`src/rtl/sprite_bram_loader_pkg.sv`:
```
// Constants shared by the sprite BRAM loader and the read-side address generator:
// frame header, error codes, memory depth and region bases.
package sprite_bram_loader_pkg;

    localparam logic [7:0] HDR_BYTE = 8'hA5;

    localparam logic [2:0] ERR_NONE     = 3'd0;
    localparam logic [2:0] ERR_FRAMING  = 3'd1;
    localparam logic [2:0] ERR_RANGE    = 3'd2;
    localparam logic [2:0] ERR_CHECKSUM = 3'd3;
    localparam logic [2:0] ERR_TIMEOUT  = 3'd4;

    localparam int unsigned MEM_DEPTH = 11264;

    localparam logic [16:0] TILE_BASE = 17'd0;
    localparam logic [16:0] IDLE_BASE = 17'd1024;
    localparam logic [16:0] WALK_BASE = 17'd5120;

    typedef enum logic [3:0] {
        LD_IDLE, LD_A2, LD_A1, LD_A0, LD_C1, LD_C0, LD_PHI, LD_PLO, LD_CHK
    } loader_state_t;

    typedef enum logic [1:0] {
        RX_IDLE, RX_START, RX_DATA, RX_STOP
    } rx_state_t;

    // Widened so base + count can never wrap before the compare.
    function automatic logic span_fits(input logic [23:0] base,
                                       input logic [15:0] count,
                                       input int unsigned depth);
        logic [24:0] end_s;
        end_s = {1'b0, base} + {9'd0, count};
        return end_s <= 25'(depth);
    endfunction

endpackage

```
`src/rtl/sprite_bram_loader_uart_rx.sv`:
```
// 8N1 UART receiver: 2-FF synchronizer, start bit re-checked at half a bit,
// data and stop bits sampled at mid-bit, LSB first.
module uart_rx #(
    parameter int unsigned CLK_HZ = 100000000,
    parameter int unsigned BAUD   = 115200
) (
    input  logic       clk,
    input  logic       rst,
    input  logic       rxd,
    output logic       rx_valid,
    output logic [7:0] rx_data,
    output logic       rx_ferr
);
    import sprite_bram_loader_pkg::*;

    localparam int unsigned BIT_CYC  = (CLK_HZ + BAUD / 2) / BAUD;
    localparam int unsigned HALF_CYC = BIT_CYC / 2;
    localparam int          CNT_W    = $clog2(BIT_CYC + 1);
    localparam logic [CNT_W-1:0] BIT_LAST  = CNT_W'(BIT_CYC - 1);
    localparam logic [CNT_W-1:0] HALF_LAST = CNT_W'(HALF_CYC - 1);

    logic             rxd_meta_r;
    logic             rxd_sync_r;
    logic             rxd_prev_r;
    rx_state_t        state_r;
    logic [CNT_W-1:0] cnt_r;
    logic [2:0]       bit_idx_r;
    logic [7:0]       shift_r;

    // Synchronizer, bit timing and byte assembly.
    always_ff @(posedge clk or posedge rst) begin
        if (rst) begin
            rxd_meta_r <= 1'b1;
            rxd_sync_r <= 1'b1;
            rxd_prev_r <= 1'b1;
            state_r    <= RX_IDLE;
            cnt_r      <= {CNT_W{1'b0}};
            bit_idx_r  <= 3'd0;
            shift_r    <= 8'h00;
            rx_valid   <= 1'b0;
            rx_data    <= 8'h00;
            rx_ferr    <= 1'b0;
        end else begin
            rxd_meta_r <= rxd;
            rxd_sync_r <= rxd_meta_r;
            rxd_prev_r <= rxd_sync_r;
            rx_valid   <= 1'b0;
            rx_ferr    <= 1'b0;
            case (state_r)
                RX_IDLE: begin
                    if (rxd_prev_r && !rxd_sync_r) begin
                        state_r <= RX_START;
                        cnt_r   <= {CNT_W{1'b0}};
                    end
                end
                RX_START: begin
                    if (cnt_r == HALF_LAST) begin
                        cnt_r     <= {CNT_W{1'b0}};
                        bit_idx_r <= 3'd0;
                        state_r   <= rxd_sync_r ? RX_IDLE : RX_DATA;
                    end else begin
                        cnt_r <= cnt_r + 1'b1;
                    end
                end
                RX_DATA: begin
                    if (cnt_r == BIT_LAST) begin
                        cnt_r   <= {CNT_W{1'b0}};
                        shift_r <= {rxd_sync_r, shift_r[7:1]};
                        if (bit_idx_r == 3'd7) begin
                            state_r <= RX_STOP;
                        end else begin
                            bit_idx_r <= bit_idx_r + 3'd1;
                        end
                    end else begin
                        cnt_r <= cnt_r + 1'b1;
                    end
                end
                RX_STOP: begin
                    if (cnt_r == BIT_LAST) begin
                        cnt_r   <= {CNT_W{1'b0}};
                        state_r <= RX_IDLE;
                        if (rxd_sync_r) begin
                            rx_valid <= 1'b1;
                            rx_data  <= shift_r;
                        end else begin
                            rx_ferr <= 1'b1;
                        end
                    end else begin
                        cnt_r <= cnt_r + 1'b1;
                    end
                end
                default: begin
                    state_r <= RX_IDLE;
                end
            endcase
        end
    end

endmodule

```
`src/rtl/sprite_bram_loader.sv`:
```
// Receives framed RGB444 pixels over UART and writes them into BRAM port A,
// with range, checksum, framing and inter-byte timeout checks.
module sprite_bram_loader #(
    parameter int unsigned CLK_HZ      = 100000000,
    parameter int unsigned BAUD        = 115200,
    parameter int unsigned ADDR_W      = 17,
    parameter int unsigned MEM_DEPTH   = sprite_bram_loader_pkg::MEM_DEPTH,
    parameter int unsigned TIMEOUT_CYC = 1000000
) (
    input  logic              clk,
    input  logic              rst,
    input  logic              uart_rxd,
    output logic              we,
    output logic [ADDR_W-1:0] waddr,
    output logic [11:0]       wdata,
    output logic              busy,
    output logic              done,
    output logic [2:0]        err_code
);
    import sprite_bram_loader_pkg::*;

    localparam int TMO_W = $clog2(TIMEOUT_CYC + 1);
    localparam logic [TMO_W-1:0] TMO_LAST = TMO_W'(TIMEOUT_CYC - 1);

    logic             rx_valid_s;
    logic [7:0]       rx_data_s;
    logic             rx_ferr_s;
    logic [7:0]       chk_next_s;
    logic [23:0]      addr_full_s;
    logic [15:0]      count_full_s;
    logic             addr_bad_s;

    loader_state_t    state_r;
    logic [23:0]      addr_r;
    logic [15:0]      cnt_r;
    logic [3:0]       hi_r;
    logic [7:0]       chk_r;
    logic [TMO_W-1:0] tmo_r;

    uart_rx #(
        .CLK_HZ (CLK_HZ),
        .BAUD   (BAUD)
    ) u_rx (
        .clk      (clk),
        .rst      (rst),
        .rxd      (uart_rxd),
        .rx_valid (rx_valid_s),
        .rx_data  (rx_data_s),
        .rx_ferr  (rx_ferr_s)
    );

    assign chk_next_s   = chk_r ^ rx_data_s;
    assign addr_full_s  = {addr_r[23:8], rx_data_s};
    assign count_full_s = {cnt_r[15:8], rx_data_s};
    assign addr_bad_s   = (addr_full_s >> ADDR_W) != 24'd0;

    // Frame parser, BRAM write port, status outputs and timeout counter.
    always_ff @(posedge clk or posedge rst) begin
        if (rst) begin
            state_r  <= LD_IDLE;
            addr_r   <= 24'd0;
            cnt_r    <= 16'd0;
            hi_r     <= 4'd0;
            chk_r    <= 8'h00;
            tmo_r    <= {TMO_W{1'b0}};
            we       <= 1'b0;
            waddr    <= {ADDR_W{1'b0}};
            wdata    <= 12'h000;
            busy     <= 1'b0;
            done     <= 1'b0;
            err_code <= ERR_NONE;
        end else begin
            we   <= 1'b0;
            done <= 1'b0;
            if (rx_valid_s) begin
                tmo_r <= {TMO_W{1'b0}};
                case (state_r)
                    LD_IDLE: begin
                        if (rx_data_s == HDR_BYTE) begin
                            err_code <= ERR_NONE;
                            chk_r    <= 8'h00;
                            busy     <= 1'b1;
                            state_r  <= LD_A2;
                        end
                    end
                    LD_A2: begin
                        addr_r[23:16] <= rx_data_s;
                        chk_r         <= chk_next_s;
                        state_r       <= LD_A1;
                    end
                    LD_A1: begin
                        addr_r[15:8] <= rx_data_s;
                        chk_r        <= chk_next_s;
                        state_r      <= LD_A0;
                    end
                    LD_A0: begin
                        if (addr_bad_s) begin
                            err_code <= ERR_RANGE;
                            busy     <= 1'b0;
                            state_r  <= LD_IDLE;
                        end else begin
                            addr_r[7:0] <= rx_data_s;
                            chk_r       <= chk_next_s;
                            state_r     <= LD_C1;
                        end
                    end
                    LD_C1: begin
                        cnt_r[15:8] <= rx_data_s;
                        chk_r       <= chk_next_s;
                        state_r     <= LD_C0;
                    end
                    LD_C0: begin
                        if (!span_fits(addr_r, count_full_s, MEM_DEPTH)) begin
                            err_code <= ERR_RANGE;
                            busy     <= 1'b0;
                            state_r  <= LD_IDLE;
                        end else begin
                            cnt_r   <= count_full_s;
                            chk_r   <= chk_next_s;
                            state_r <= (count_full_s == 16'd0) ? LD_CHK : LD_PHI;
                        end
                    end
                    LD_PHI: begin
                        hi_r    <= rx_data_s[3:0];
                        chk_r   <= chk_next_s;
                        state_r <= LD_PLO;
                    end
                    LD_PLO: begin
                        we      <= 1'b1;
                        waddr   <= addr_r[ADDR_W-1:0];
                        wdata   <= {hi_r, rx_data_s};
                        addr_r  <= addr_r + 24'd1;
                        cnt_r   <= cnt_r - 16'd1;
                        chk_r   <= chk_next_s;
                        state_r <= (cnt_r == 16'd1) ? LD_CHK : LD_PHI;
                    end
                    LD_CHK: begin
                        busy    <= 1'b0;
                        state_r <= LD_IDLE;
                        if (rx_data_s == chk_r) begin
                            done <= 1'b1;
                        end else begin
                            err_code <= ERR_CHECKSUM;
                        end
                    end
                    default: begin
                        busy    <= 1'b0;
                        state_r <= LD_IDLE;
                    end
                endcase
            end else if (rx_ferr_s && busy) begin
                err_code <= ERR_FRAMING;
                busy     <= 1'b0;
                state_r  <= LD_IDLE;
            end else if (busy && (tmo_r == TMO_LAST)) begin
                err_code <= ERR_TIMEOUT;
                busy     <= 1'b0;
                state_r  <= LD_IDLE;
                tmo_r    <= {TMO_W{1'b0}};
            end else if (busy) begin
                tmo_r <= tmo_r + 1'b1;
            end else begin
                tmo_r <= {TMO_W{1'b0}};
            end
        end
    end

endmodule

```
`config.mk`:
```
export PLATFORM = sky130hd
export DESIGN_NAME = sprite_bram_loader
export DESIGN_NICKNAME = d
export VERILOG_FILES = /design/src/rtl/sprite_bram_loader_pkg.sv /design/src/rtl/sprite_bram_loader_uart_rx.sv /design/src/rtl/sprite_bram_loader.sv
export SDC_FILE = /design/constraint.sdc
export NUM_CORES = 1
export LEC_CHECK = 0
export BUFFER_PORTS_ARGS = -buffer_cell sky130_fd_sc_hd__clkbuf_2
export CORE_ASPECT_RATIO = 1.25
export CORE_MARGIN = 4
export CORE_UTILIZATION = 60
export DETAILED_ROUTE_END_ITERATION = 16
export GPL_TIMING_DRIVEN = 0
export PLACE_DENSITY = 0.78
export REMOVE_ABC_BUFFERS = 1
export SKIP_CTS_REPAIR_TIMING = 1
export SKIP_LAST_GASP = 1
export SLEW_MARGIN = 10
export SYNTH_ARGS = -nofsm -noshare
export SYNTH_HDL_FRONTEND = slang
export SYNTH_SLANG_ARGS = --single-unit
```
`constraint.sdc`:
```
create_clock -name clk -period 5.2 [get_ports clk]
set_clock_uncertainty 0.2 [all_clocks]
set_input_delay 0.78 -clock clk [delete_from_list [all_inputs] [get_ports clk]]
set_output_delay 0.78 -clock clk [all_outputs]
set_load 0.01 [all_outputs]
```
==> results.md, run 1 <==
* Status: complete, no violations
* Vias per cell at roughly 6.6
* WS Path Type: register to register
* Final number of hold-violating endpoints at 0
* Number of synthesized flops with an enable pin at 0
* Diode count at 0
* Minimum clock period at roughly 5 ns
* Placement Rows at just under 50
* R2R Setup Slk at between 0.2 and 0.3 ns
* TritonCTS clock tree: done
* Initial Utilization at 0.6125
* Worst R2R Path Depth at 11
* I/O Buffers at 37
* Root buf cell: clkbuf_16
* Ys async rst share at 1.000
* Worst setup path start: u_rx.rx_data[0]$_DFFE_PP0P_
* Final setup viols at 0
* Part of the power in the clock network at 0.490
* Critical path peak fanout at 13
* Final WL at 21920 µm
* Cell taking the most area after synthesis: dfrtp_1
* Die area at roughly 17000 µm²
* Worst R2R Start: u_rx.rx_data[0]$_DFFE_PP0P_
* Setup crit end kind: register
* Grt ovf at 0
* Worst hold path class: register to register
* Top_reg_cell synth: dfrtp_1
* VDD IR max at around 0.24 mV
* I/O Pins at 38
* PD cells at about 270 nW/µm²
* Inst Count DP at 1133
* Tcrit/Tclk final at 0.9446
* Slew of the pin with the lowest slew margin at approximately 1.1 ns
* Number of global-route vias before repair at between 7000 and 8000
* Peak Freq at between 0.2 and 0.25 GHz
* Dpl hpwl at around 15000 µm
* Clk Latency, worst-skew pair at ~0.43 ns
* H-tree depth at 4
* Overall Power at between 2 and 3 mW
* Flop pwr share at 0.467
* GPL Wtd Cong at ~0.94
* First-pass GRT wire length at around 36000 µm
* DRC Markers at 0
* Nets at about 1000
* Die H at between 100 and 150 µm
* Area grow syn2layout at 10.26%
* CP required at around 5.4 ns
* Initial antenna violation count at 0
* CTS buffer count at 17
* Final Max Slew Viols at 0
* Largest net degree at the start of global routing at just under 80
* Worst-path clk slew at 0.06 ns
* Top-count cell post-synth: dfrtp_1
* Cell Count, Final, Fillers Out at between 1000 and 1500
* Sw Share at 0.2450
* Combinational power share at 0.043
* Longest Clk Path Bufs at 2
* Mapped Area at approximately 8900 µm²
* Die outline width at about 120 µm
* Total GRT Usage at 0.2710
* Avg Cell Area, Syn at roughly 9.1 µm²
* Post-synthesis cell type count at 73
* NetSw at ~0.65 mW
* Layout cells sized above 1 at 0.1479
* Ys Warns at 0
* Placeable Area at around 14000 µm²
* Internal Power at roughly 2 mW
* Max_slew headroom at 0.2294
* Sink Count at between 100 and 150
* Dominant cells by area after synthesis: dfrtp_1, mux2_2, o21ai_0
* Post-Syn Instances at 972
* Startpoint types: register
* Lkg Pwr at around 4.4 nW
* MaxCap Viol Count at 0
* Top-area cell type share of the netlist area at 0.4066
* Most common library cells after synthesis: dfrtp_1, nand2_1, o21ai_0, nor2_1, a21oi_1
* Via count at around 7700
* Initial DRT Pass Iterations at 5
* Wire length per cell at 18.82 µm
* Yosys reg bits at roughly 150
* RSZ-0062 raised after global routing: false
* Reg2reg end: chk_r[3]$_DFFE_PP0P_
* Post-route antenna net violation count at 0
* Sequential-to-total area share from yosys stat at 0.4155
* Critical Path Sink: chk_r[3]$_DFFE_PP0P_
* Initial DRC Count at around 700
* Critical path arrival at around 5 ns
## how the worst min path moves through the flow
stage                                          from                   endpoint  slack [ns]  cells after the start
after detailed placement  u_rx.rxd_meta_r$_DFF_PP1_  u_rx.rxd_sync_r$_DFF_PP1_        0.15                      0
after floorplan           u_rx.rxd_meta_r$_DFF_PP1_  u_rx.rxd_sync_r$_DFF_PP1_        0.15                      0
after global placement    u_rx.rxd_meta_r$_DFF_PP1_  u_rx.rxd_sync_r$_DFF_PP1_        0.15                      0
after global routing      u_rx.rxd_meta_r$_DFF_PP1_  u_rx.rxd_sync_r$_DFF_PP1_        0.16                      0
after CTS                 u_rx.rxd_meta_r$_DFF_PP1_  u_rx.rxd_sync_r$_DFF_PP1_        0.16                      0
final                     u_rx.rxd_meta_r$_DFF_PP1_  u_rx.rxd_sync_r$_DFF_PP1_        0.16                      0
## area by class of cell
cell class	count	area [µm²]
multi-input cells	747	4896
fillers	1159	4697
flip-flops and latches	147	3682
clock buffers	18	429.2
repair buffers	41	265.3
well taps	178	222.7
clock inverters	14	193.9
inverters	20	82.58
## stage by stage
step | area, µm² | setup WS, ns | hold WS, ns | utilization | setup TNS (ns)
after detailed placement | 9129 | 0.3034 | 0.1497 | 0.6309 | 0
after CTS | 9752 | 0.2569 | 0.1592 | 0.6740 | 0
after floorplan | 8618 | 0.2736 | 0.1452 | - | 0
after global placement | 9026 | -1.735 | 0.1464 | 0.6238 | -256.26
final | 9772 | 0.2882 | 0.1589 | 0.6754 | 0
after global routing | 9772 | 0.05476 | 0.1638 | 0.6754 | 0
## registers in the layout, indices dropped and copies added, names as in the netlist, 3 cells and up, named ones only
| name | cells |
|---|---|
| tmo_r | 20 |
| state_r | 4 |
| waddr | 17 |
| u_rx.bit_idx_r | 3 |
| cnt_r | 16 |
| wdata | 12 |
| u_rx.cnt_r | 10 |
| addr_r | 24 |
| chk_r | 8 |
| err_code | 3 |
| hi_r | 4 |
| u_rx.rx_data | 8 |
| u_rx.shift_r | 8 |
## power by group through the flow
stage	combinational (mW)	clock, mW	sequential, mW
after floorplan	0.0918	0	1.25
after global placement	0.107	0	1.26
after detailed placement	0.119	0	1.26
after CTS	0.119	1.32	1.24
after global routing	0.134	1.38	1.25
final	0.115	1.31	1.24
## worst max-delay path, cell delays in order (launching register included)
cell,delay [ns]
dfrtp_1,0.63
ha_1,0.37
fa_1,0.43
xor2_1,0.18
a2111oi_0,0.47
o21ai_0,0.17
or4_1,0.42
nor4_1,0.26
a221oi_1,0.26
or4b_1,0.74
a211oi_4,0.50
a22o_1,0.22
## routing by layer
layer  share of wire  track usage
met2            0.49       0.4390
met3           0.048      0.04170
met4           0.023      0.09360
met1            0.44       0.3711
met5               0            0
## kinds of logic after synthesis
kind of cell	share of synthesized area
AOI/OAI and AO/OA	0.2270
xor gates and xnor gates	0.02075
adders and majority gates	0.03614
buffers and inverters	0.03600
DFF	0.4155
muxes	0.07059
and+or+nand+nor	0.1940
## cells in the final DEF (no fill, tap or decap), drive strengths merged, types with 5 or more instances in the layout
cell type  synthesis  final
inv               18     26
nand2             88     88
nor3              22     22
nand3             43     43
nand4             16     16
ha                24     24
nor2              74     74
clkbuf            52     55
or3                7      7
o21ai             88     88
o221ai             7      7
or4                5      5
o22ai              9      9
dfrtp            144    144
a21o               5      5
xnor2             13     13
a22oi              5      5
xor2               8      8
a21oi             64     64
a211oi             8      8
and2              10     10
a211o             12     12
nor4               9      9
nor2b             13     13
o21a               6      6
nand2b             8      8
mux2              52     52
and3              21     21
a22o              16     16
a31oi             15     15
o22a              18     18
o211ai             6      6
o31ai             11     11
and4               7      7
(Power assumes the default switching activity.)
==> inputs of run 2 (changes only) <==
Settings changed: CELL_PAD_IN_SITES_DETAIL_PLACEMENT from default to 1, CELL_PAD_IN_SITES_GLOBAL_PLACEMENT from default to 2, CORE_UTILIZATION 60 to 40, PLACE_DENSITY 0.78 to default, PLACE_DENSITY_LB_ADDON from default to 0.1.
==> run 2 against run 1 <==
Wire length increased by 21%. Via count decreased by 0.78%. Count of clock-buffer cells in the layout unchanged. Non-clock buffer count unchanged. Final cell count increased by 8.7%. Register-to-register slack got worse by 0.16 ns. Critical path depth unchanged. Flip-flop and latch count unchanged. Sequential power about the same. Sequential share of layout area decreased by 0.34 points. Final area increased by 0.92%.
==> results.md, run 2 (synthesis gave the netlist of run 1 again) <==
* Crit-path cells: ha_1, fa_1, xor2_1, a2111oi_0, o21ai_0, or4_1, nor4_1, a221oi_1, or4b_1, a211o_1, a22o_1
* R2R Setup Slk at ~0.13 ns
* Hold path depth at 0
* Number of global-route vias before repair at approximately 8100
* Die outline width at 141.1 µm
* I/O Pins at 38
* Final Max Slew Viols at 0
* Vias per cell at a little over 6
* Worst R2R Start: u_rx.rx_data[0]$_DFFE_PP0P_
* TritonCTS clock tree: done
* Dpl hpwl at 18900 µm
* Total GRT Usage at 0.2187
* Via count at 7663
* Post-route antenna net violation count at 0
* Nets at 1002
* Filler Cells Inserted at 2476
* Initial antenna violation count at 0
* Setup crit end kind: register
* Hold Path End: u_rx.rxd_sync_r$_DFF_PP1_
* H-tree depth at 4
* Placement Rows at 60
* HP Start: u_rx.rxd_meta_r$_DFF_PP1_
* Area of the multi-input gates at slightly below 5000 µm²
* Worst-path clk slew at ~0.060 ns
* Sink Count at ~150
* PD cells at 269.5 nW/µm²
* WP buf/inv at 0
* Die H at about 170 µm
* Crit-path max cell delay at about 0.76 ns
* Largest net degree at the start of global routing at 78
* CP required at between 5 and 6 ns
* Die area at approximately 25000 µm²
* VDD IR max at 0.2050 mV
* Commonest non-fill, non-tap cell in the layout: dfrtp_1
* Diode count at 0
* First-pass GRT wire length at 43490 µm
* Worst hold path class: register to register
* Initial DRC Count at ~300
* Longest Clk Path Bufs at 2
* Layout cells sized above 1 at 0.1489
* Startpoint types: register
* Grt ovf at 0
* Final WL at roughly 26000 µm
* Reg2reg end: chk_r[7]$_DFFE_PP0P_
* Max_slew headroom at 0.1726
* Overall Power at around 2.7 mW
* Wire length per cell at ~21 µm
* Largest register FFs at 24
* Top Registers: addr_r: 24 flops, tmo_r: 20 flops, waddr: 17 flops
* MaxCap Viol Count at 0
* Minimum clock period at 5.071 ns
* Top reg by flops: addr_r
* Worst R2R Path Depth at 11
* WS Path Type: register to register
* Final number of hold-violating endpoints at 0
* Final setup viols at 0
* I/O Buffers at 37
* Status: complete, no violations
* Critical path arrival at 5.18 ns
* Pre-CTS setup slack at between 0.02 and 0.03 ns
* Peak Freq at roughly 0.20 GHz
* Critical path peak fanout at 13
* Initial Utilization at 0.4085
* Clk Latency, worst-skew pair at 0.43 ns
* Root buf cell: clkbuf_16
* CP delay by family, top: simple AND/OR/NAND/NOR gates
* Placeable Area at between 20000 and 25000 µm²
* Highest-delay cell along the critical path: or4b_1
* Reg area at ~3700 µm²
* Area grow syn2layout at 11.28%
* Slew of the pin with the lowest slew margin at approximately 1.2 ns
* Initial DRT Pass Iterations at 5
* CTS buffer count at 17
* Tcrit/Tclk final at 0.9752
* Most frequent cells in the layout: dfrtp_1, nand2_1, o21ai_0, nor2_1, a21oi_1
* Lkg Pwr at 4.399 nW
* GPL Wtd Cong at approximately 0.88
* RSZ-0062 raised after global routing: true
* DRC Markers at 0
* Final WS setup at roughly 0.13 ns
* Setup TNS at 0 ns
## run 2: cell count changes in the layout (fill, tap and decap cells not counted)
cell,previous run,this run
buf_16,2,1
buf_4,0,1
bufinv_16,3,2
clkbuf_1,1,0
clkbuf_8,0,1
clkinv_4,1,3
inv_6,3,4
inv_8,6,4
## run 2: worst max path at each step
| stage | from | to | slack, ns | depth (start not counted) |
|---|---|---|---|---|
| 2_1_floorplan | rst | asynchronous set/reset pin | 0.27 | 1 |
| 3_3_place_gp | state_r[2]$_DFFE_PP0P_ | cnt_r[0]$_DFFE_PP0P_ | -2.26 | 6 |
| 3_5_place_dp | u_rx.rx_data[0]$_DFFE_PP0P_ | cnt_r[0]$_DFFE_PP0P_ | 0.03 | 11 |
| 4_1_cts | u_rx.rx_data[0]$_DFFE_PP0P_ | cnt_r[0]$_DFFE_PP0P_ | 0.0002 | 11 |
| 5_1_grt | u_rx.rx_data[0]$_DFFE_PP0P_ | cnt_r[1]$_DFFE_PP0P_ | -0.02 | 11 |
| 6_report | u_rx.rx_data[0]$_DFFE_PP0P_ | chk_r[7]$_DFFE_PP0P_ | 0.13 | 11 |
## run 2: through the flow
stage          cell area (µm²)  utilization  cells  hold slack, ns
6_report                  9862       0.4546   1266          0.1567
5_1_grt                   9862       0.4546   1266          0.1644
4_1_cts                   9834       0.4533   1265          0.1582
3_5_place_dp              9228       0.4253   1233          0.1487
3_3_place_gp              9153       0.4219   1230          0.1477
2_1_floorplan             8618            -    914          0.1452
## run 2: power by group
part           total [mW]  internal [mW]  switching [mW]  leakage [nW]
combinational       0.121         0.0535          0.0670          2.08
sequential           1.24           1.18          0.0605          2.03
clock                1.29          0.738           0.556         0.298
total                2.66           1.97           0.683          4.40
## run 2: worst register-to-register path, cell delays in order, from the launching register on
cell	delay (ns)
dfrtp_1	0.61
ha_1	0.38
fa_1	0.45
xor2_1	0.18
a2111oi_0	0.40
o21ai_0	0.18
or4_1	0.44
nor4_1	0.42
a221oi_1	0.34
or4b_1	0.76
a211o_1	0.37
a22o_1	0.23
## run 2: routing by layer
metal / up-vias / global-route usage / part of all wire / wire, µm
met4: 0 / 0.05574 / 0.012 / 327
met3: 17 / 0.02614 / 0.025 / 661
met2: 87 / 0.3806 / 0.51 / 13520
met1: 3916 / 0.2876 / 0.45 / 11900
met5: - / 0 / 0 / 0
li1: 3643 / - / - / -
## run 2: layout make-up
cell class | count | area share
Sequential cell | 147 | 0.3734
Timing Repair Buffer | 41 | 0.02487
Inverter | 20 | 0.008374
Tap cell | 279 | 0.03540
Multi-Input combinational cell | 747 | 0.4964
Clock buffer | 18 | 0.04453
Clock inverter | 14 | 0.01700
==> inputs of run 3 (changes only) <==
Settings changed: CORE_UTILIZATION 40 to 36.
Clock period 5.2 ns to 4.07 ns, I/O delays scaled along.
==> run 3 against run 2 <==
Core utilization shrank 2.0 points. The flow now finishes with violations (setup timing). Hold slack lost 0.091 ns. Wire length is 6.0% higher. Die area up 11%. Combinational power is 22% higher. Fmax grew 23%. Critical path depth stayed put. Clock power rose by 26%. Highest routed layer unchanged. Largest cell class unchanged. Count of clock-buffer cells in the layout rose by 3.
==> results.md, run 3 (synthesis gave the netlist of run 1 again) <==
* Status: finished, violations left
* Failing checks: setup timing
* Internal Power at 2.564 mW
* CTS buffer count at 17
* Startpoint types: register
* Vias per cell at between 5 and 6
* Part of the power in the clock network at 0.483
* Largest register FFs at 24
* Layout cells sized above 1 at 0.1988
* NetSw at 0.7995 mW
* Top reg by flops: addr_r
* Die H at 183.4 µm
* Placement Rows at 63
* GPL Wtd Cong at around 0.83
* R2R Setup Slk at -0.06 ns
* Setup crit end kind: register
* Inst Count DP at 1279
* Lkg Pwr at between 4 and 5 nW
* Clk Latency, worst-skew pair at roughly 0.43 ns
* WS Path Type: register to register
* Area of the multi-input gates at about 5200 µm²
* Worst hold path class: input port to register
* Final WL at 28000 µm
* Overall Power at 3.364 mW
* Uppermost routed layer: met4
* Via count at roughly 7700
* VDD IR max at roughly 0.29 mV
* Commonest non-fill, non-tap cell in the layout: dfrtp_1
* Initial antenna violation count at 0
* Die area at between 20000 and 30000 µm²
* Slew of the pin with the lowest slew margin at between 1 and 1.5 ns
* Final WS setup at -0.06107 ns
* Final setup viols at 9
* Nets at approximately 1000
* Worst-path clk slew at about 0.06 ns
* Largest net degree at the start of global routing at about 100
* Placeable Area at around 24000 µm²
* Combinational power share at 0.044
* Initial DRC Count at approximately 360
* Filler Cells Inserted at about 2800
* Tcrit/Tclk final at 1.015
* Grt ovf at 0
* Final number of hold-violating endpoints at 0
* Dpl hpwl at ~20000 µm
* Met2 WL at between 10000 and 15000 µm
* RSZ-0062 raised after global routing: true
* PD cells at ~320 nW/µm²
* H-tree depth at 4
* Diode count at 0
* Critical path peak fanout at 11
* Cell Count, Final, Fillers Out at around 1300
* CP required at ~4.2 ns
* First-pass GRT wire length at between 40000 and 50000 µm
* Longest Clk Path Bufs at 2
* Met3 WL post-DR at slightly below 800 µm
* Final core utilization at 0.4350
* Final Max Slew Viols at 0
* Reg area at roughly 3700 µm²
* MaxCap Viol Count at 0
* Critical path arrival at roughly 4.3 ns
* Max_slew headroom at 0.2473
* Top Registers: addr_r: 24 flops, tmo_r: 20 flops, waddr: 17 flops
* Total GRT Usage at 0.2092
* Minimum clock period at between 4 and 5 ns
* Number of global-route vias before repair at 8079
* M1 WL at around 12000 µm
* Most frequent cells in the layout: dfrtp_1, nand2_1, o21ai_0, nor2_1, a21oi_1
* Initial DRT Pass Iterations at 5
* Area grow syn2layout at 17.62%
* Root buf cell: clkbuf_16
* DRC Markers at 0
* TritonCTS clock tree: done
* Initial Utilization at 0.3698
* Sw Share at 0.2377
* Wire length per cell at between 20 and 25 µm
* Sink Count at roughly 150
* Flop pwr share at 0.473
* I/O Pins at 38
* Peak Freq at roughly 0.24 GHz
* I/O Buffers at 37
* Die outline width at between 100 and 150 µm
* Post-route antenna net violation count at 0
==> run 3: changes by cell type in the layout (fill, tap and decap cells not counted), sizes merged <==
cell / previous run / this run
buf: 4 / 25
bufinv: 2 / 3
clkbuf: 55 / 59
clkinvlp: 1 / 4
dlygate4sd3: 0 / 1
inv: 25 / 18
or4b: 1 / 2
==> run 3: layout make-up <==
cell class / instances / area share
timing repair buffer: 64 / 0.04417
sequential: 147 / 0.3551
multi-input combinational: 748 / 0.4957
clock inverter: 11 / 0.01488
tap: 325 / 0.03901
clock buffer: 21 / 0.04321
inverter: 20 / 0.007922
==> run 3: worst paths after layout <==
| path | startpoint | endpoint | cells after the start |
|---|---|---|---|
| hold reg to reg | u_rx.rxd_meta_r$_DFF_PP1_ | u_rx.rxd_sync_r$_DFF_PP1_ | 0 |
| setup / recovery | u_rx.rx_data[5]$_DFFE_PP0P_ | chk_r[6]$_DFFE_PP0P_ | 11 |
| setup reg to reg | u_rx.rx_data[5]$_DFFE_PP0P_ | chk_r[6]$_DFFE_PP0P_ | 11 |
| hold / removal | uart_rxd | u_rx.rxd_meta_r$_DFF_PP1_ | 1 |
| min in group asynchronous | rst | tmo_r[14]$_DFFE_PP0P_ | 3 |
| max in group asynchronous | rst | u_rx.rx_data[6]$_DFFE_PP0P_ | 4 |
==> run 3: metal layers <==
layer / vias to the layer above / track usage
met5: - / 0
met4: 0 / 0.07283
met3: 36 / 0.03354
met2: 101 / 0.3728
met1: 3915 / 0.2568
li1: 3697 / -
==> run 3: stage by stage <==
step / setup slack (ns) / instance area [µm²] / hold WS (ns) / setup TNS [ns]
4_1_cts: -1.020 / 9926 / -0.02827 / -19.02
6_report: -0.06107 / 10420 / 0.06526 / -0.3230
3_5_place_dp: -1.017 / 9320 / 0.1529 / -18.58
5_1_grt: -0.1770 / 10420 / 0.04686 / -1.542
3_3_place_gp: -3.855 / 9210 / 0.1515 / -559.54
2_1_floorplan: -0.7285 / 8618 / 0.1452 / -116.87
==> run 3: worst max-delay path, cell delays in order, from the launching register on <==
cell and delay (ns):
dfrtp_2 0.61, ha_4 0.30, a21oi_1 0.33, nor3_1 0.10
or3_4 0.39, o2111ai_2 0.23, mux2i_1 0.12, a2111o_1 0.56
or4b_4 0.63, a211oi_4 0.27, buf_6 0.16, a22o_1 0.15
==> run 3: power groups by stage <==
| stage | Clock [mW] | Sequential (mW) | Combinational (mW) |
|---|---|---|---|
| 3_5_place_dp | 0 | 1.62 | 0.151 |
| 5_1_grt | 1.74 | 1.60 | 0.178 |
| 6_report | 1.63 | 1.59 | 0.148 |
| 2_1_floorplan | 0 | 1.59 | 0.117 |
| 4_1_cts | 1.67 | 1.59 | 0.153 |
| 3_3_place_gp | 0 | 1.62 | 0.142 |
